## src/rtl/command_vars.sv

```systemverilog
// Shared command, op and status encodings for the SPI-NAND op sequencer.
package command_vars;

    // Controller command set, extended with the NAND array operations.
    typedef enum logic [3:0] {
        WRITE_ENABLE     = 4'h0,
        WRITE_DISABLE    = 4'h1,
        GET_FEATURE      = 4'h2,
        SET_FEATURE      = 4'h3,
        PAGE_READ        = 4'h4,
        CACHE_READ       = 4'h5,
        PROG_LOAD1       = 4'h6,
        PROG_LOAD_RANDOM = 4'h7,
        PROG_EXEC        = 4'h8,
        BLOCK_ERASE      = 4'h9,
        READ_ID          = 4'hA,
        RESET_CMD        = 4'hB
    } SPI_Command;

    localparam logic [1:0] OP_READ    = 2'd0;
    localparam logic [1:0] OP_PROGRAM = 2'd1;
    localparam logic [1:0] OP_ERASE   = 2'd2;

    localparam logic [2:0] ST_OK      = 3'd0;
    localparam logic [2:0] ST_PFAIL   = 3'd1;
    localparam logic [2:0] ST_EFAIL   = 3'd2;
    localparam logic [2:0] ST_TIMEOUT = 3'd3;
    localparam logic [2:0] ST_BADOP   = 3'd4;

    localparam logic [7:0] FEAT_STATUS_ADDR = 8'hC0;
    localparam int OIP    = 0;
    localparam int E_FAIL = 2;
    localparam int P_FAIL = 3;

    // GET_FEATURE carries the feature address in bits [15:8].
    function automatic logic [23:0] feat_addr();
        return {8'h00, FEAT_STATUS_ADDR, 8'h00};
    endfunction

endpackage

```

## src/rtl/cm_issue.sv

```systemverilog
// Command handshake engine: one DV pulse per command, wait for the controller
// to go busy (with timeout), then wait for it to return ready.
module cm_issue
    import command_vars::*;
#(
    parameter int ACK_TIMEOUT = 64
) (
    input  logic        clk_i,
    input  logic        rst_i,
    input  logic        start_i,
    input  SPI_Command  cmd_i,
    input  logic [23:0] addr_i,
    input  logic        cm_ready_i,
    output logic        fire_o,
    output logic        done_o,
    output logic        tmo_o,
    output SPI_Command  cmd_o,
    output logic        dv_o,
    output logic [23:0] addr_o
);
    localparam int CNT_W = $clog2(ACK_TIMEOUT + 1);
    localparam logic [1:0] E_IDLE = 2'd0;
    localparam logic [1:0] E_ACK  = 2'd1;
    localparam logic [1:0] E_DONE = 2'd2;

    logic [1:0]       st_q, st_d;
    logic [CNT_W-1:0] cnt_q, cnt_d;
    logic             dv_q;
    SPI_Command       cmd_q;
    logic [23:0]      addr_q;

    // Idle engine with a pending start is the issue point; DV only when controller is ready.
    assign fire_o = (st_q == E_IDLE) && start_i && cm_ready_i;
    assign tmo_o  = (st_q == E_ACK) && cm_ready_i && (cnt_q == CNT_W'(ACK_TIMEOUT - 1));
    assign done_o = (st_q == E_DONE) && cm_ready_i;
    assign dv_o   = dv_q;
    assign cmd_o  = cmd_q;
    assign addr_o = addr_q;

    // Next-state for the handshake phases.
    always_comb begin
        st_d  = st_q;
        cnt_d = cnt_q;
        case (st_q)
            E_IDLE: if (fire_o) begin st_d = E_ACK; cnt_d = '0; end
            E_ACK: begin
                if (!cm_ready_i)  st_d = E_DONE;
                else if (tmo_o)   st_d = E_IDLE;
                else              cnt_d = cnt_q + 1'b1;
            end
            E_DONE: if (cm_ready_i) st_d = E_IDLE;
            default: st_d = E_IDLE;
        endcase
    end

    // Command/address latch at the DV cycle and hold until the next issue.
    always_ff @(posedge clk_i or posedge rst_i) begin
        if (rst_i) begin
            st_q   <= E_IDLE;
            cnt_q  <= '0;
            dv_q   <= 1'b0;
            cmd_q  <= WRITE_ENABLE;
            addr_q <= '0;
        end else begin
            st_q  <= st_d;
            cnt_q <= cnt_d;
            dv_q  <= fire_o;
            if (fire_o) begin
                cmd_q  <= cmd_i;
                addr_q <= addr_i;
            end
        end
    end

endmodule

```

## src/rtl/nand_op_sequencer.sv

```systemverilog
// Sequences READ / PROGRAM / ERASE command chains and status polling on top
// of the SPI memory command controller.
module nand_op_sequencer
    import command_vars::*;
#(
    parameter int POLL_GAP    = 16,
    parameter int MAX_POLLS   = 4096,
    parameter int ACK_TIMEOUT = 64
) (
    input  logic        i_Clk,
    input  logic        i_Rst,
    input  logic        i_Op_Valid,
    input  logic [1:0]  i_Op,
    input  logic [23:0] i_Row_Addr,
    input  logic [12:0] i_Col_Addr,
    output logic        o_Op_Ready,
    output logic        o_Done,
    output logic [2:0]  o_Status,
    output logic [7:0]  o_Status_Byte,
    output SPI_Command  o_Command,
    output logic        o_CM_DV,
    output logic [23:0] o_Addr_Data,
    input  logic        i_CM_Ready,
    input  logic [7:0]  i_RX_Feature_Byte,
    input  logic        i_RX_Feature_DV
);
    localparam logic [2:0] S_IDLE   = 3'd0;
    localparam logic [2:0] S_CMD    = 3'd1;  // issue a chain step or a poll
    localparam logic [2:0] S_EXEC   = 3'd2;  // chain command in flight
    localparam logic [2:0] S_POLL   = 3'd3;  // GET_FEATURE in flight, capture byte
    localparam logic [2:0] S_GAP    = 3'd4;
    localparam logic [2:0] S_FINISH = 3'd5;

    logic [2:0]  st_q, st_d;
    logic [1:0]  op_q, op_d, step_q, step_d;
    logic [23:0] row_q, row_d;
    logic [12:0] col_q, col_d;
    logic        poll_q, poll_d, seen_q, seen_d;
    logic [12:0] pcnt_q, pcnt_d, pcnt_nx;
    logic [15:0] gap_q, gap_d;
    logic [2:0]  status_q, status_d;
    logic [7:0]  sbyte_q, sbyte_d;

    SPI_Command  cmd;
    logic [23:0] addr;
    logic        fire, cm_done, cm_tmo;
    logic        accept, fb_dv, oip, chain_polls;
    logic [7:0]  byte_now;

    assign o_Op_Ready    = (st_q == S_IDLE) || (st_q == S_FINISH);
    assign o_Done        = (st_q == S_FINISH);
    assign o_Status      = status_q;
    assign o_Status_Byte = sbyte_q;
    assign accept        = i_Op_Valid && o_Op_Ready;

    // A missing feature byte for a poll counts as "still busy".
    assign fb_dv    = i_RX_Feature_DV && (st_q == S_POLL);
    assign byte_now = fb_dv ? i_RX_Feature_Byte : sbyte_q;
    assign oip      = !(fb_dv || seen_q) || byte_now[OIP];
    assign pcnt_nx  = (pcnt_q == 13'h1FFF) ? pcnt_q : pcnt_q + 13'd1;
    assign chain_polls = (op_q == OP_READ    && step_q == 2'd0) ||
                         (op_q == OP_PROGRAM && step_q == 2'd2) ||
                         (op_q == OP_ERASE   && step_q == 2'd1);

    // Command and address for the current chain step or poll.
    always_comb begin
        cmd  = WRITE_ENABLE;
        addr = '0;
        if (poll_q) begin
            cmd  = GET_FEATURE;
            addr = feat_addr();
        end else begin
            case (op_q)
                OP_READ: begin
                    if (step_q == 2'd0) begin cmd = PAGE_READ;  addr = row_q; end
                    else                begin cmd = CACHE_READ; addr = {11'd0, col_q}; end
                end
                OP_PROGRAM: begin
                    if (step_q == 2'd1)      begin cmd = PROG_LOAD1; addr = {11'd0, col_q}; end
                    else if (step_q == 2'd2) begin cmd = PROG_EXEC;  addr = row_q; end
                end
                default: if (step_q != 2'd0) begin cmd = BLOCK_ERASE; addr = row_q; end
            endcase
        end
    end

    // Sequencer next-state: op accept, chain stepping, poll evaluation.
    always_comb begin
        st_d = st_q; op_d = op_q; step_d = step_q; row_d = row_q; col_d = col_q;
        poll_d = poll_q; seen_d = seen_q; pcnt_d = pcnt_q; gap_d = gap_q;
        status_d = status_q; sbyte_d = sbyte_q;
        case (st_q)
            S_IDLE, S_FINISH: begin
                if (st_q == S_FINISH) st_d = S_IDLE;
                if (accept) begin
                    op_d = i_Op; row_d = i_Row_Addr; col_d = i_Col_Addr;
                    step_d = 2'd0; poll_d = 1'b0; pcnt_d = '0;
                    if (i_Op == 2'd3) begin st_d = S_FINISH; status_d = ST_BADOP; end
                    else              st_d = S_CMD;
                end
            end
            S_CMD: if (fire) begin
                st_d = poll_q ? S_POLL : S_EXEC;
                seen_d = 1'b0;
            end
            S_EXEC: begin
                if (cm_tmo) begin st_d = S_FINISH; status_d = ST_TIMEOUT; end
                else if (cm_done) begin
                    if (chain_polls)          begin poll_d = 1'b1; st_d = S_CMD; end
                    else if (op_q == OP_READ) begin st_d = S_FINISH; status_d = ST_OK; end
                    else                      begin step_d = step_q + 2'd1; st_d = S_CMD; end
                end
            end
            S_POLL: begin
                if (fb_dv) begin sbyte_d = i_RX_Feature_Byte; seen_d = 1'b1; end
                if (cm_tmo) begin st_d = S_FINISH; status_d = ST_TIMEOUT; end
                else if (cm_done) begin
                    pcnt_d = pcnt_nx;
                    if (oip) begin
                        if (int'(pcnt_nx) >= MAX_POLLS) begin st_d = S_FINISH; status_d = ST_TIMEOUT; end
                        else if (POLL_GAP == 0)         st_d = S_CMD;
                        else                            begin st_d = S_GAP; gap_d = '0; end
                    end else begin
                        poll_d = 1'b0;
                        st_d = S_FINISH;
                        status_d = ST_OK;
                        if (op_q == OP_PROGRAM && byte_now[P_FAIL])    status_d = ST_PFAIL;
                        else if (op_q == OP_ERASE && byte_now[E_FAIL]) status_d = ST_EFAIL;
                        else if (op_q == OP_READ) begin step_d = 2'd1; st_d = S_CMD; end
                    end
                end
            end
            S_GAP: begin
                if (gap_q == 16'(POLL_GAP - 1)) st_d = S_CMD;
                else                            gap_d = gap_q + 16'd1;
            end
            default: st_d = S_IDLE;
        endcase
    end

    // Sequencer state registers.
    always_ff @(posedge i_Clk or posedge i_Rst) begin
        if (i_Rst) begin
            st_q <= S_IDLE; op_q <= '0; step_q <= '0; row_q <= '0; col_q <= '0;
            poll_q <= 1'b0; seen_q <= 1'b0; pcnt_q <= '0; gap_q <= '0;
            status_q <= ST_OK; sbyte_q <= '0;
        end else begin
            st_q <= st_d; op_q <= op_d; step_q <= step_d; row_q <= row_d; col_q <= col_d;
            poll_q <= poll_d; seen_q <= seen_d; pcnt_q <= pcnt_d; gap_q <= gap_d;
            status_q <= status_d; sbyte_q <= sbyte_d;
        end
    end

    cm_issue #(.ACK_TIMEOUT(ACK_TIMEOUT)) u_issue (
        .clk_i      (i_Clk),
        .rst_i      (i_Rst),
        .start_i    (st_q == S_CMD),
        .cmd_i      (cmd),
        .addr_i     (addr),
        .cm_ready_i (i_CM_Ready),
        .fire_o     (fire),
        .done_o     (cm_done),
        .tmo_o      (cm_tmo),
        .cmd_o      (o_Command),
        .dv_o       (o_CM_DV),
        .addr_o     (o_Addr_Data)
    );

endmodule

```

## config.mk

```make
export PLATFORM = sky130hd
export DESIGN_NAME = nand_op_sequencer
export DESIGN_NICKNAME = d
export VERILOG_FILES = /design/src/rtl/command_vars.sv /design/src/rtl/cm_issue.sv /design/src/rtl/nand_op_sequencer.sv
export SDC_FILE = /design/constraint.sdc
export NUM_CORES = 1
export LEC_CHECK = 0
export BUFFER_PORTS_ARGS = -buffer_cell sky130_fd_sc_hd__buf_2
export CAP_MARGIN = 20
export CORE_MARGIN = 1
export CORE_UTILIZATION = 30
export CTS_BUF_LIST = sky130_fd_sc_hd__clkbuf_16
export DETAILED_ROUTE_END_ITERATION = 6
export PLACE_DENSITY = 0.52
export SLEW_MARGIN = 20
export SYNTH_ARGS = -nofsm -noshare
export SYNTH_HDL_FRONTEND = slang
export SYNTH_SLANG_ARGS = --single-unit
```

## constraint.sdc

```tcl
create_clock -name i_Clk -period 7.6 [get_ports i_Clk]
set_clock_uncertainty 0.2 [all_clocks]
set_input_delay 1.52 -clock i_Clk [delete_from_list [all_inputs] [get_ports i_Clk]]
set_output_delay 1.52 -clock i_Clk [all_outputs]
set_load 0.05 [all_outputs]
```

# Word level (Yosys, flattened, before mapping)
# Cells that the tools add are included.
# word_totals
wordCells	194
ff_bits	124
out_inout_bits	42
inputBits	52
# classes
magnitude_cmp	1
eq_ne	45
add_sub_neg	4
reduce_logical	40
muxes	87
# op_table
cell	n
$mux 24	5
$mux 16	5
$mux 3	25
$mux 13	4
$pmux 24 s2	1
$ne 2x2->1 const B	21
$mux 2	17
$pmux 16 s2	1
$pmux 13 s2	1
$mux 7	3
$mux 4	5
$ne 3x3->1 const B	6
$add 16x1->16 const B	1
$eq 16x4->1 const B	1
$reduce_and 8->1	2
$pmux 3 s5	1
$pmux 7 s2	1
$add 13x1->13 const B	1
$eq 13x13->1 const B	1
$ge 13x13->1 const B	1
$logic_and 1x1->1	12
$mux 1	12
$pmux 2 s3	2
$reduce_and 12->1	1
other kinds (26)	47

# Depth between registers and ports, before layout
# Gate-level depths: netlist of the first run.
# depth
word_depth	10
ltp_mapped	8
depth_no_buf	7

# Hierarchy
# From an unflattened synthesis of the first run, not the netlist that was laid out.
# hier_totals
cells_unflattened	693
hier_area_um2	6122.1
# by_module_without_submodules
module	instances	cells_each	seq_area_each_um2	area_per_inst_um2
nand_op_sequencer	1	528	2152.1	4558.1
cm_issue	1	165	950.9	1564.0

# Least setup slack after synthesis of the first run
# Ideal clock, no wire load.
# synth_timing
path_type	in2reg
startpoint	input i_RX_Feature_DV
endpoint	register gap_q[10]
required_time_ps	7323
setup_time_ps	77
path_slack_ps	4439
stages	7
t_arrival_ps	2884
path_buffers	2
cell_sequence	buf_2 -> nor2b_1 -> nor3_4 -> a21oi_2 -> buf_6 -> or4_1 -> a21oi_1
# synth_via
elab_chain_cells	6
word_cells_on_any_way	7
cone_classes	eq/ne: 1; mux: 1; reduce/logical: 5
# synth_rtl
item	line	rtl
from (decl)	nand_op_sequencer.sv:25	input logic i_RX_Feature_DV
$logic_and 1x1->1 *	nand_op_sequencer.sv:57	assign fb_dv = i_RX_Feature_DV && (st_q == S_POLL);
$logic_or 1x1->1	nand_op_sequencer.sv:59	assign oip = !(fb_dv || seen_q) || byte_now[OIP];
$logic_not 1->1	nand_op_sequencer.sv:59	
$logic_or 1x1->1 *	nand_op_sequencer.sv:59	
$ne 2x2->1 (no line) *	--	
$reduce_and 6->1 (no line) *	--	
to (signal assigned)	nand_op_sequencer.sv:149	poll_q <= poll_d; seen_q <= seen_d; pcnt_q <= pcnt_d; gap_q <= gap_d;
to (decl)	nand_op_sequencer.sv:40	logic [15:0] gap_q, gap_d;
# Every way passes the cells marked *; elsewhere a longest branch is shown, timed or not.
# A chain may end at the register's enable or synchronous reset.

# Worst setup path after layout of the first run
# layout_timing
startpoint	input i_CM_Ready
endpoint	register u_issue.addr_q[17], in the netlist u_issue.addr_o[17]
# layout_via
elab_chain_cells	1
# layout_rtl
item	line	rtl
from (decl)	nand_op_sequencer.sv:23	input logic i_CM_Ready,
$logic_and 1x1->1	cm_issue.sv:33	assign fire_o = (st_q == E_IDLE) && start_i && cm_ready_i;
named net fire	nand_op_sequencer.sv:46	logic fire, cm_done, cm_tmo;
to (signal assigned)	cm_issue.sv:70	addr_q <= addr_i;
to (decl)	cm_issue.sv:30	logic [23:0] addr_q;
# The timed path passes the listed nets, and every way through them passes these cells.

==> results of run 1 <==
final cells by class:
| cell class | count | area (sq um) |
|---|---|---|
| clock buffers | 17 | 425.4 |
| clock inverters | 15 | 180.2 |
| fillers | 1995 | 12240 |
| inverters | 8 | 32.53 |
| multi-input cells | 389 | 2721 |
| flip-flops and latches | 124 | 3103 |
| well taps | 265 | 331.6 |
| repair buffers | 96 | 488.0 |
cell usage after synthesis, types with 4 or more instances:
| master | n | area [sq um] |
|---|---|---|
| sky130_fd_sc_hd__dfrtp_1 | 124 | 3103 |
| sky130_fd_sc_hd__nand2_1 | 49 | 183.9 |
| sky130_fd_sc_hd__mux2_2 | 48 | 540.5 |
| sky130_fd_sc_hd__a21oi_1 | 32 | 160.2 |
| sky130_fd_sc_hd__o21ai_0 | 32 | 160.2 |
| sky130_fd_sc_hd__nor2_1 | 30 | 112.6 |
| sky130_fd_sc_hd__nand3_1 | 17 | 85.08 |
| sky130_fd_sc_hd__mux2i_1 | 13 | 130.1 |
| sky130_fd_sc_hd__nand4_1 | 13 | 81.33 |
| sky130_fd_sc_hd__a31oi_1 | 12 | 75.07 |
| sky130_fd_sc_hd__a22o_1 | 11 | 96.34 |
| sky130_fd_sc_hd__buf_2 | 11 | 55.05 |
| sky130_fd_sc_hd__clkbuf_1 | 11 | 41.29 |
| sky130_fd_sc_hd__o31ai_1 | 11 | 82.58 |
| sky130_fd_sc_hd__nor2b_1 | 10 | 62.56 |
| sky130_fd_sc_hd__xor2_1 | 8 | 70.07 |
| sky130_fd_sc_hd__and3_1 | 7 | 43.79 |
| sky130_fd_sc_hd__ha_1 | 7 | 87.58 |
| sky130_fd_sc_hd__nand2b_1 | 7 | 43.79 |
| sky130_fd_sc_hd__nor3_1 | 7 | 35.03 |
| sky130_fd_sc_hd__or4_1 | 7 | 52.55 |
| sky130_fd_sc_hd__inv_1 | 6 | 22.52 |
| sky130_fd_sc_hd__nand3b_1 | 6 | 45.04 |
| sky130_fd_sc_hd__xnor2_1 | 6 | 52.55 |
| sky130_fd_sc_hd__nor3b_1 | 5 | 37.54 |
| sky130_fd_sc_hd__or3_1 | 4 | 25.02 |
cells in the final DEF, fill, tap and decap left out, types with 3 or more instances in the layout:
master and n:
sky130_fd_sc_hd__clkinv_2 5, sky130_fd_sc_hd__a21oi_1 32, sky130_fd_sc_hd__nand2b_1 7, sky130_fd_sc_hd__mux2_2 48, sky130_fd_sc_hd__nand2_1 49, sky130_fd_sc_hd__xor2_1 8
sky130_fd_sc_hd__nand4_1 13, sky130_fd_sc_hd__dfrtp_1 124, sky130_fd_sc_hd__or3_1 4, sky130_fd_sc_hd__a31oi_1 12, sky130_fd_sc_hd__nor2b_1 10, sky130_fd_sc_hd__buf_4 3
sky130_fd_sc_hd__nand3b_1 6, sky130_fd_sc_hd__a22o_1 11, sky130_fd_sc_hd__nand3_1 17, sky130_fd_sc_hd__o31ai_1 11, sky130_fd_sc_hd__ha_1 7, sky130_fd_sc_hd__nor3_1 7
sky130_fd_sc_hd__nor3b_1 5, sky130_fd_sc_hd__o41ai_1 3, sky130_fd_sc_hd__or4_1 7, sky130_fd_sc_hd__clkbuf_16 17, sky130_fd_sc_hd__o21ai_0 32, sky130_fd_sc_hd__nor2_1 29
sky130_fd_sc_hd__bufinv_16 4, sky130_fd_sc_hd__and3_1 7, sky130_fd_sc_hd__and2_1 3, sky130_fd_sc_hd__inv_1 6, sky130_fd_sc_hd__nor4_1 3, sky130_fd_sc_hd__buf_2 93
sky130_fd_sc_hd__xnor2_1 6, sky130_fd_sc_hd__mux2i_1 13
power by group:
part           total [mW]  internal [mW]  switching (mW)
logic                1.26          0.447           0.814
registers            1.13          0.914           0.216
clock network       0.828          0.541           0.287
flip-flops by register name (all words and copies together) (netlist names):
signal	flops
col_q	13
gap_q	16
o_Status	3
o_Status_Byte	8
op_q	2
pcnt_q	13
poll_q	1
row_q	24
seen_q	1
st_q	3
step_q	2
u_issue.addr_o	24
u_issue.cmd_o	4
u_issue.cnt_q	7
u_issue.dv_o	1
u_issue.st_q	2
critical path, stage by stage:
cell and delay (ns):
sky130_fd_sc_hd__buf_2 0.13, sky130_fd_sc_hd__nor2b_1 0.19, sky130_fd_sc_hd__nand3_2 0.67, sky130_fd_sc_hd__inv_2 0.38, sky130_fd_sc_hd__nand3b_1 0.31, sky130_fd_sc_hd__nor2b_1 0.56, sky130_fd_sc_hd__a22o_1 0.21
cell families after synthesis:
logic type	after synthesis	synth area share
multiplexers	62	0.1141
AO/OA/AOI/OAI	122	0.1331
AND/OR/NAND/NOR	184	0.1717
flip-flops	124	0.5192
adder cells (fa/ha/maj)	7	0.01465
buffers and inverters	34	0.02679
XOR/XNOR	14	0.02052
layer usage:
metal | vias up | part of all wire | GRT usage
li1 | 2180 | - | -
met1 | 2262 | 0.44 | 0.1748
met2 | 99 | 0.48 | 0.2393
met3 | 20 | 0.052 | 0.04628
met4 | 0 | 0.023 | 0.06791
met5 | - | 0 | 0
final timing paths:
path | slack (ns) | from | to | depth (start not counted)
max | 3.77 | i_CM_Ready | u_issue.addr_o[17]$_DFFE_PP0P_ | 7
min | 0.28 | u_issue.cmd_o[1]$_DFFE_PP0P_ | u_issue.cmd_o[1]$_DFFE_PP0P_ | 2
max reg2reg | 4.20 | st_q[0]$_DFFE_PP0P_ | u_issue.addr_o[17]$_DFFE_PP0P_ | 6
min reg2reg | 0.28 | u_issue.cmd_o[1]$_DFFE_PP0P_ | u_issue.cmd_o[1]$_DFFE_PP0P_ | 2
max in group asynchronous | 4.83 | i_Rst | u_issue.cmd_o[2]$_DFFE_PP0P_ | 3
min in group asynchronous | 1.03 | i_Rst | row_q[23]$_DFFE_PP0P_ | 2
==> impl_metrics.py, run 1 <==
metrics = {
    "power_and_ir_drop": {
        "worst_ir_drop_vdd_mv": 0.2546,
        "pwr_density_cell_mw_per_mm2": 442.1,
        "tot_pwr_mw": 3.219,
        "p_leak_nw": 3.256,
    },
    "place": {
        "place_inst": 882,
        "finalWeightedCongestion": 0.7794,
        "placement.cell_area_sq_mm": 0.006676,
        "pre_cts_slack_ns": 3.260,
        "dp.final_hpwl_mm": 9.693,
        "io_buffers": 93,
    },
    "clocking": {
        "postCtsSetupRepairBufs": 0,
        "number_of_buffers_inserted_during_clock_tree_synthesis": 17,
        "clock_tree.buffer_depth": 2,
        "tritoncts": "yes",
        "clk-insertion-delay-late_ns": 0.42,
        "clk_pin_slew_ns": 0.06,
        "ctsResizeCount": 0,
        "cts_h_tree_depth": 4,
        "clock-sinks": 124,
        "cts_hold_repair.buffers": 0,
        "root_buffer": "sky130_fd_sc_hd__clkbuf_16",
    },
    "grt": {
        "global_router_s_overall_resource_usage": 0.1464,
        "remaining_global_route_overflow": 0,
        "first_pass_grt_wire_length_mm": 23.14,
        "grt_antenna_before_repair": 0,
        "largest_net_degree_at_the_start_of_global_routing": 68,
        "first_global_vias": 4720,
    },
    "timing": {
        "hold_viol_final": 0,
        "layout_worst_path_cycle_share": 0.5038,
        "max_freq_mhz": 261.2,
        "setup_viol": 0,
        "finalWorstPathRequiredPeriod_ns": 3.829,
        "finalMaxSlewViolations": 0,
        "rsz0062_at_grt": "false",
        "max_slew_margin": 0.3234,
        "totalNegativeSetupSlack_ns": 0,
        "fin_worst_hold_slack_ns": 0.2771,
        "worst_slew_pin_slew_ns": 1.015,
        "finalWorstSetupSlack_ns": 3.771,
    },
    "logic_synthesis": {
        "ys_warn_count": 0,
        "yosys.cell_types.count": 62,
        "synth_top_flop_cell": "sky130_fd_sc_hd__dfrtp_1",
        "synth_seq_cells": 124,
        "syn_area_sq_mm": 0.005977,
        "synth_edf_count": 0,
        "asyncSetResetFlopFracSynth": 1.000,
        "synthesis.area_per_instance_sq_um": 10.93,
        "gate_count_post_synth": 547,
        "seq_area_frac_synth": 0.5192,
        "syn-num-nets": 606,
    },
    "drt": {
        "post_drt_via_cell_ratio": 4.990,
        "route.vias.total": 4561,
        "wl_per_cell_um": 15.10,
        "wirelength_mm": 13.81,
        "route.detailed.drc": 0,
        "drt-initial-drc-count": 177,
        "ant_nets": 0,
        "drtPass1Iterations": 4,
    },
    "worst_setup_path": {
        "cp.required_ns": 7.75,
        "criticalPathCategory": "input port to flip-flop",
        "critPathMaxFanout": 44,
        "crit_path_end_kind": "flip-flop",
        "cp.arrival_ns": 3.98,
        "timing.critical_path.from_type": "input port",
    },
    "floorplanning": {
        "core.rowCount": 51,
        "coreArea_sq_mm": 0.01953,
        "fp.dieH_um": 143.2,
        "ios": 94,
        "floorplan.initialDensity": 0.3061,
        "chipWidth_um": 143.2,
        "die_area_sq_mm": 0.02049,
    },
    "final_layout": {
        "nets": 695,
        "finalNonFillerCells": 914,
        "layout.cell_area.non_filler_sq_mm": 0.007282,
        "drive_gt1_frac": 0.2958,
        "antenna_diode_count": 0,
        "area_delta_synth_final_pct": 21.83,
        "utilization": 0.3729,
    },
    "min_path": {
        "hold_path_class": "flip-flop to flip-flop",
    },
    "run_status": {
        "status": "completed",
    },
    "job": {
        "max_cap_viol_count": 0,
    },
}
Note: power is estimated with default switching activity, not from simulation.
==> run 2: changes to the inputs <==
PLACE_DENSITY = 0.53   (was 0.52)
clock period = 3.3 ns   (was 7.6 ns; I/O delays follow)
==> run 2 against run 1 <==
- flip-flop and latch count did not move
- global-route usage fell by 0.087 points
- combinational power rose by 130%
- setup slack got worse by 3.3 ns
- sequential power grew 130%
==> impl_metrics.py, run 2 (synthesized netlist as in run 1, its figures left out) <==
metrics = {
    "run_status": {
        "status": "completed",
    },
    "floorplanning": {
        "chipWidth_um": 143.2,
        "floorplan.initialDensity": 0.3061,
        "die_area_sq_mm": 0.02049,
        "fp.dieH_um": 143.2,
        "ios": 94,
        "coreArea_sq_mm": 0.01953,
        "core.rowCount": 51,
    },
    "clocking": {
        "number_of_buffers_inserted_during_clock_tree_synthesis": 17,
        "clk_pin_slew_ns": 0.06,
        "clk-insertion-delay-late_ns": 0.42,
        "clock-sinks": 124,
        "postCtsSetupRepairBufs": 0,
        "cts_h_tree_depth": 4,
        "cts_hold_repair.buffers": 0,
        "tritoncts": "yes",
        "ctsResizeCount": 0,
        "root_buffer": "sky130_fd_sc_hd__clkbuf_16",
        "clock_tree.buffer_depth": 2,
    },
    "drt": {
        "ant_nets": 0,
        "post_drt_via_cell_ratio": 4.971,
        "met2_length_mm": 6.612,
        "routed.top_layer": "met4",
        "route.vias.total": 4563,
        "drtPass1Iterations": 4,
        "route.detailed.drc": 0,
        "wl_per_cell_um": 15.06,
        "route.layer.met1.wl_mm": 6.037,
        "detailroute.wirelength.met3_um": 985,
        "drt-initial-drc-count": 208,
        "wirelength_mm": 13.83,
    },
    "place": {
        "finalWeightedCongestion": 0.8178,
        "io_buffers": 93,
        "placement.cell_area_sq_mm": 0.006725,
        "dp.final_hpwl_mm": 9.685,
    },
    "final_layout": {
        "nets": 698,
        "fill_cells": 1981,
        "drive_gt1_frac": 0.3006,
        "area_delta_synth_final_pct": 22.17,
        "utilization": 0.3740,
        "most_used_cells_in_the_layout_excluding_fill_and_tap_cells": "sky130_fd_sc_hd__dfrtp_1, sky130_fd_sc_hd__buf_2, sky130_fd_sc_hd__nand2_1",
        "multiInputGateArea_sq_mm": 0.002721,
        "sequential_cell_area_in_the_final_layout_sq_mm": 0.003103,
        "layout.cell_area.non_filler_sq_mm": 0.007302,
        "layout_commonest_cell": "sky130_fd_sc_hd__dfrtp_1",
    },
    "worst_setup_path": {
        "timing.critical_path.from_type": "flip-flop",
        "cp.arrival_ns": 1.99,
        "criticalPathCategory": "flip-flop to output port",
        "r2r_slack_ns": 0.65,
        "cp.required_ns": 2.44,
        "critPathMaxFanout": 16,
        "crit_path_end_kind": "output port",
    },
    "timing": {
        "finalMaxSlewViolations": 0,
        "fin_worst_hold_slack_ns": 0.2069,
        "finalWorstPathRequiredPeriod_ns": 2.852,
        "max_slew_margin": 0.3918,
        "totalNegativeSetupSlack_ns": 0,
        "hold_viol_final": 0,
        "worst_slew_pin_slew_ns": 0.9124,
        "setup_viol": 0,
        "rsz0062_at_grt": "false",
        "max_freq_mhz": 350.6,
        "layout_worst_path_cycle_share": 0.8643,
    },
    "power_and_ir_drop": {
        "combPwrFrac": 0.398,
        "p_leak_nw": 3.250,
        "pwr_density_cell_mw_per_mm2": 1005,
        "tot_pwr_mw": 7.338,
        "seqPwrFrac": 0.355,
        "worst_ir_drop_vdd_mv": 0.4442,
        "pwr-share-clk": 0.247,
        "power_report.internal_total_mw": 4.274,
        "netSwitchingPower_mw": 3.065,
        "net_switching_fraction_of_the_power": 0.4176,
    },
    "grt": {
        "largest_net_degree_at_the_start_of_global_routing": 125,
        "first_pass_grt_wire_length_mm": 23.07,
        "remaining_global_route_overflow": 0,
        "first_global_vias": 4567,
        "global_router_s_overall_resource_usage": 0.1455,
        "grt_antenna_before_repair": 1,
    },
    "min_path": {
        "hold_path_class": "input port to async pin",
    },
    "job": {
        "max_cap_viol_count": 0,
    },
}
-- run 2: cell count changes in the layout (fill, tap and decap cells not counted) --
cell,before,now
sky130_fd_sc_hd__buf_4,3,4
sky130_fd_sc_hd__inv_4,1,0
sky130_fd_sc_hd__clkinv_2,5,3
sky130_fd_sc_hd__buf_12,0,2
sky130_fd_sc_hd__bufinv_16,4,2
sky130_fd_sc_hd__clkinv_4,1,3
sky130_fd_sc_hd__inv_1,6,5
sky130_fd_sc_hd__inv_6,0,2
sky130_fd_sc_hd__diode_2,0,1
sky130_fd_sc_hd__clkinvlp_4,2,4
-- run 2: area by class of cell --
cell class	count	area share
flip-flops and latches	124	0.4249
inverters	8	0.004626
repair buffers	99	0.07334
well taps	265	0.04541
multi-input cells	389	0.3727
clock buffers	17	0.05826
clock inverters	15	0.02039
diodes	1	0.0003427
-- run 2: critical path, cell delays in order, from the launching register on --
cell and delay [ns]:
sky130_fd_sc_hd__dfrtp_1 0.73, sky130_fd_sc_hd__xor2_1 0.46, sky130_fd_sc_hd__nor2_1 0.13, sky130_fd_sc_hd__buf_2 0.26
-- run 2: layer usage --
layer | global-route usage | vias up
met5 | 0 | -
met4 | 0.05433 | 0
met3 | 0.04963 | 16
li1 | - | 2189
met2 | 0.2334 | 110
met1 | 0.1800 | 2248
-- run 2: per-stage QoR --
step,std cells,setup WS [ns]
after global routing,917,0.3438
after floorplan,547,0.9147
after detailed placement,885,0.5891
final,918,0.4479
after global placement,885,0.6589
after CTS,917,0.4504
-- run 2: power by group through the flow --
stage	combinational [mW]	clock (mW)	sequential, mW
3_3_place_gp	2.90	0	2.60
4_1_cts	2.96	1.86	2.61
6_report	2.92	1.81	2.61
5_1_grt	3.20	1.94	2.69
3_5_place_dp	2.96	0	2.62
2_1_floorplan	1.70	0	3.14
-- run 2: final timing paths --
kind                                                     from                            end  depth (start not counted)
worst max-delay path                      st_q[0]$_DFFE_PP0P_                     o_Op_Ready                          3
worst min-delay path                                    i_Rst           gap_q[3]$_DFFE_PP0P_                          3
worst max register to register            st_q[1]$_DFFE_PP0P_           gap_q[5]$_DFFE_PP0P_                          4
worst min register to register  u_issue.addr_o[5]$_DFFE_PP0P_  u_issue.addr_o[5]$_DFFE_PP0P_                          2
max in group asynchronous                               i_Rst   u_issue.cmd_o[2]$_DFFE_PP0P_                          3
min in group i_Clk                       i_RX_Feature_Byte[5]   o_Status_Byte[5]$_DFFE_PP0P_                          2
==> run 3: changes to the inputs <==
CORE_UTILIZATION = 51   (was 30)
PLACE_DENSITY = 0.8   (was 0.53)
==> run 3 against run 2 <==
- combinational power is essentially flat
- critical path type unchanged
- largest power group unchanged
- global-route usage is 9.7 points higher
- sequential share of layout area increased by 0.96 points
==> impl_metrics.py, run 3 (synthesized netlist as in run 1, its figures left out) <==
metrics = {
    "timing": {
        "hold_viol_final": 0,
        "max_freq_mhz": 347.8,
        "setup_viol": 0,
        "finalMaxSlewViolations": 0,
        "fin_worst_hold_slack_ns": 0.08738,
        "max_slew_margin": 0.3746,
        "finalWorstPathRequiredPeriod_ns": 2.875,
        "worst_slew_pin_slew_ns": 0.9381,
        "totalNegativeSetupSlack_ns": 0,
        "rsz0062_at_grt": "false",
        "layout_worst_path_cycle_share": 0.8712,
    },
    "worst_setup_path": {
        "r2r_slack_ns": 0.64,
        "reg2reg_to": "gap_q[8]$_DFFE_PP0P_",
        "crit_path_end_kind": "output port",
        "worstSetupEndpoint": "o_Op_Ready",
        "critPathMaxFanout": 16,
        "cp.required_ns": 2.44,
        "cp.arrival_ns": 2.01,
        "reg2regPathDepth": 4,
        "criticalPathCategory": "flip-flop to output port",
        "cp_max_delay_cell": "sky130_fd_sc_hd__dfrtp_1",
        "worstPathCellList": "xor2_1, nor2_1, buf_2",
        "critical_path.startpoint": "st_q[0]$_DFFE_PP0P_",
        "worstReg2RegStart": "st_q[1]$_DFFE_PP0P_",
        "timing.critical_path.from_type": "flip-flop",
        "largest_stage_delay_on_the_critical_path_ns": 0.73,
    },
    "grt": {
        "global_router_s_overall_resource_usage": 0.2429,
        "first_global_vias": 4600,
        "grt_antenna_before_repair": 0,
        "first_pass_grt_wire_length_mm": 22.26,
        "remaining_global_route_overflow": 0,
        "largest_net_degree_at_the_start_of_global_routing": 79,
    },
    "clocking": {
        "tritoncts": "yes",
        "cts_h_tree_depth": 4,
        "root_buffer": "sky130_fd_sc_hd__clkbuf_16",
        "clock_tree.buffer_depth": 2,
        "postCtsSetupRepairBufs": 0,
        "clk_pin_slew_ns": 0.06,
        "clk-insertion-delay-late_ns": 0.42,
        "ctsResizeCount": 0,
        "cts_hold_repair.buffers": 0,
        "number_of_buffers_inserted_during_clock_tree_synthesis": 17,
        "clock-sinks": 124,
    },
    "job": {
        "max_cap_viol_count": 0,
    },
    "floorplanning": {
        "ios": 94,
        "chipWidth_um": 110.3,
        "coreArea_sq_mm": 0.01142,
        "core.rowCount": 39,
        "fp.dieH_um": 110.3,
        "die_area_sq_mm": 0.01216,
        "floorplan.initialDensity": 0.5234,
    },
    "drt": {
        "post_drt_via_cell_ratio": 5.794,
        "wl_per_cell_um": 16.95,
        "wirelength_mm": 13.51,
        "route.detailed.drc": 0,
        "drtPass1Iterations": 5,
        "drt-initial-drc-count": 323,
        "ant_nets": 0,
        "route.vias.total": 4618,
    },
    "place": {
        "finalWeightedCongestion": 0.8848,
        "dp.final_hpwl_mm": 9.035,
        "io_buffers": 93,
    },
    "power_and_ir_drop": {
        "seqPwrFrac": 0.356,
        "pwr_density_cell_mw_per_mm2": 1026,
        "pwr-share-clk": 0.241,
        "combPwrFrac": 0.403,
        "worst_ir_drop_vdd_mv": 0.6817,
        "p_leak_nw": 3.264,
        "netSwitchingPower_mw": 3.065,
        "net_switching_fraction_of_the_power": 0.4183,
        "power_report.internal_total_mw": 4.262,
    },
    "run_status": {
        "status": "completed",
    },
    "final_layout": {
        "nets": 699,
        "drive_gt1_frac": 0.2956,
        "most_used_cells_in_the_layout_excluding_fill_and_tap_cells": "sky130_fd_sc_hd__dfrtp_1, sky130_fd_sc_hd__buf_2, sky130_fd_sc_hd__nand2_1",
        "layout_commonest_cell": "sky130_fd_sc_hd__dfrtp_1",
        "area_delta_synth_final_pct": 19.47,
    },
    "min_path": {
        "hold_path_class": "input port to async pin",
    },
}
## run 3: changes by cell type in the layout (fill, tap and decap cells not counted)
| cell | change |
|---|---|
| sky130_fd_sc_hd__clkinvlp_4 | -3 |
| sky130_fd_sc_hd__clkinv_1 | +2 |
| sky130_fd_sc_hd__inv_1 | +2 |
| sky130_fd_sc_hd__buf_4 | +1 |
| sky130_fd_sc_hd__inv_6 | -1 |
## run 3: worst min-delay path by stage
stage                                             from                            to  slack [ns]  depth (start not counted)
after floorplan                     seen_q$_DFFE_PP0P_            seen_q$_DFFE_PP0P_        0.26                          2
after global placement    u_issue.cmd_o[0]$_DFFE_PP0P_  u_issue.cmd_o[0]$_DFFE_PP0P_        0.26                          2
after detailed placement  u_issue.cmd_o[2]$_DFFE_PP0P_  u_issue.cmd_o[2]$_DFFE_PP0P_        0.26                          2
after CTS                                        i_Rst  o_Status_Byte[1]$_DFFE_PP0P_         0.1                          2
after global routing                             i_Rst  o_Status_Byte[1]$_DFFE_PP0P_        0.13                          2
final                                            i_Rst  o_Status_Byte[1]$_DFFE_PP0P_        0.09                          2
## run 3: cell type report
type / count / area (sq um)
diodes: 1 / 2.502
clock buffers: 17 / 425.4
clock inverters: 15 / 132.6
fillers: 913 / 4278
inverters: 8 / 33.78
multi-input cells: 389 / 2721
flip-flops and latches: 124 / 3103
well taps: 143 / 178.9
repair buffers: 100 / 543.0
## run 3: worst max-delay path: cells and delay by family (launching register included)
kind	cells	cell delay, ns
and+or+nand+nor	1	0.14
buffers and inverters	1	0.26
DFF	1	0.73
xor gates and xnor gates	1	0.46
## run 3: power groups by stage
stage          Sequential (mW)  Clock, mW  Combinational (mW)
2_1_floorplan             3.14          0                1.70
3_3_place_gp              2.57          0                2.85
3_5_place_dp              2.60          0                2.94
4_1_cts                   2.60       1.79                2.96
5_1_grt                   2.68       1.86                3.20
6_report                  2.61       1.77                2.95
## run 3: stage by stage
| stage | utilization | power [mW] | std cells | setup WS (ns) | instance area [sq um] |
|---|---|---|---|---|---|
| 2_1_floorplan | - | 4.843 | 547 | 0.9147 | 5981 |
| 3_3_place_gp | 0.5763 | 5.424 | 764 | 0.7537 | 6580 |
| 3_5_place_dp | 0.5763 | 5.544 | 764 | 0.6362 | 6580 |
| 4_1_cts | 0.6251 | 7.350 | 796 | 0.4332 | 7138 |
| 5_1_grt | 0.6251 | 7.739 | 796 | 0.3167 | 7138 |
| 6_report | 0.6254 | 7.328 | 797 | 0.4252 | 7141 |
## run 3: layer usage
metal / share of wire / vias up / GRT usage
met4: 0.017 / 0 / 0.1015
met2: 0.49 / 144 / 0.3789
met3: 0.057 / 21 / 0.07643
met1: 0.44 / 2264 / 0.3133
met5: 0 / - / 0
li1: - / 2189 / -
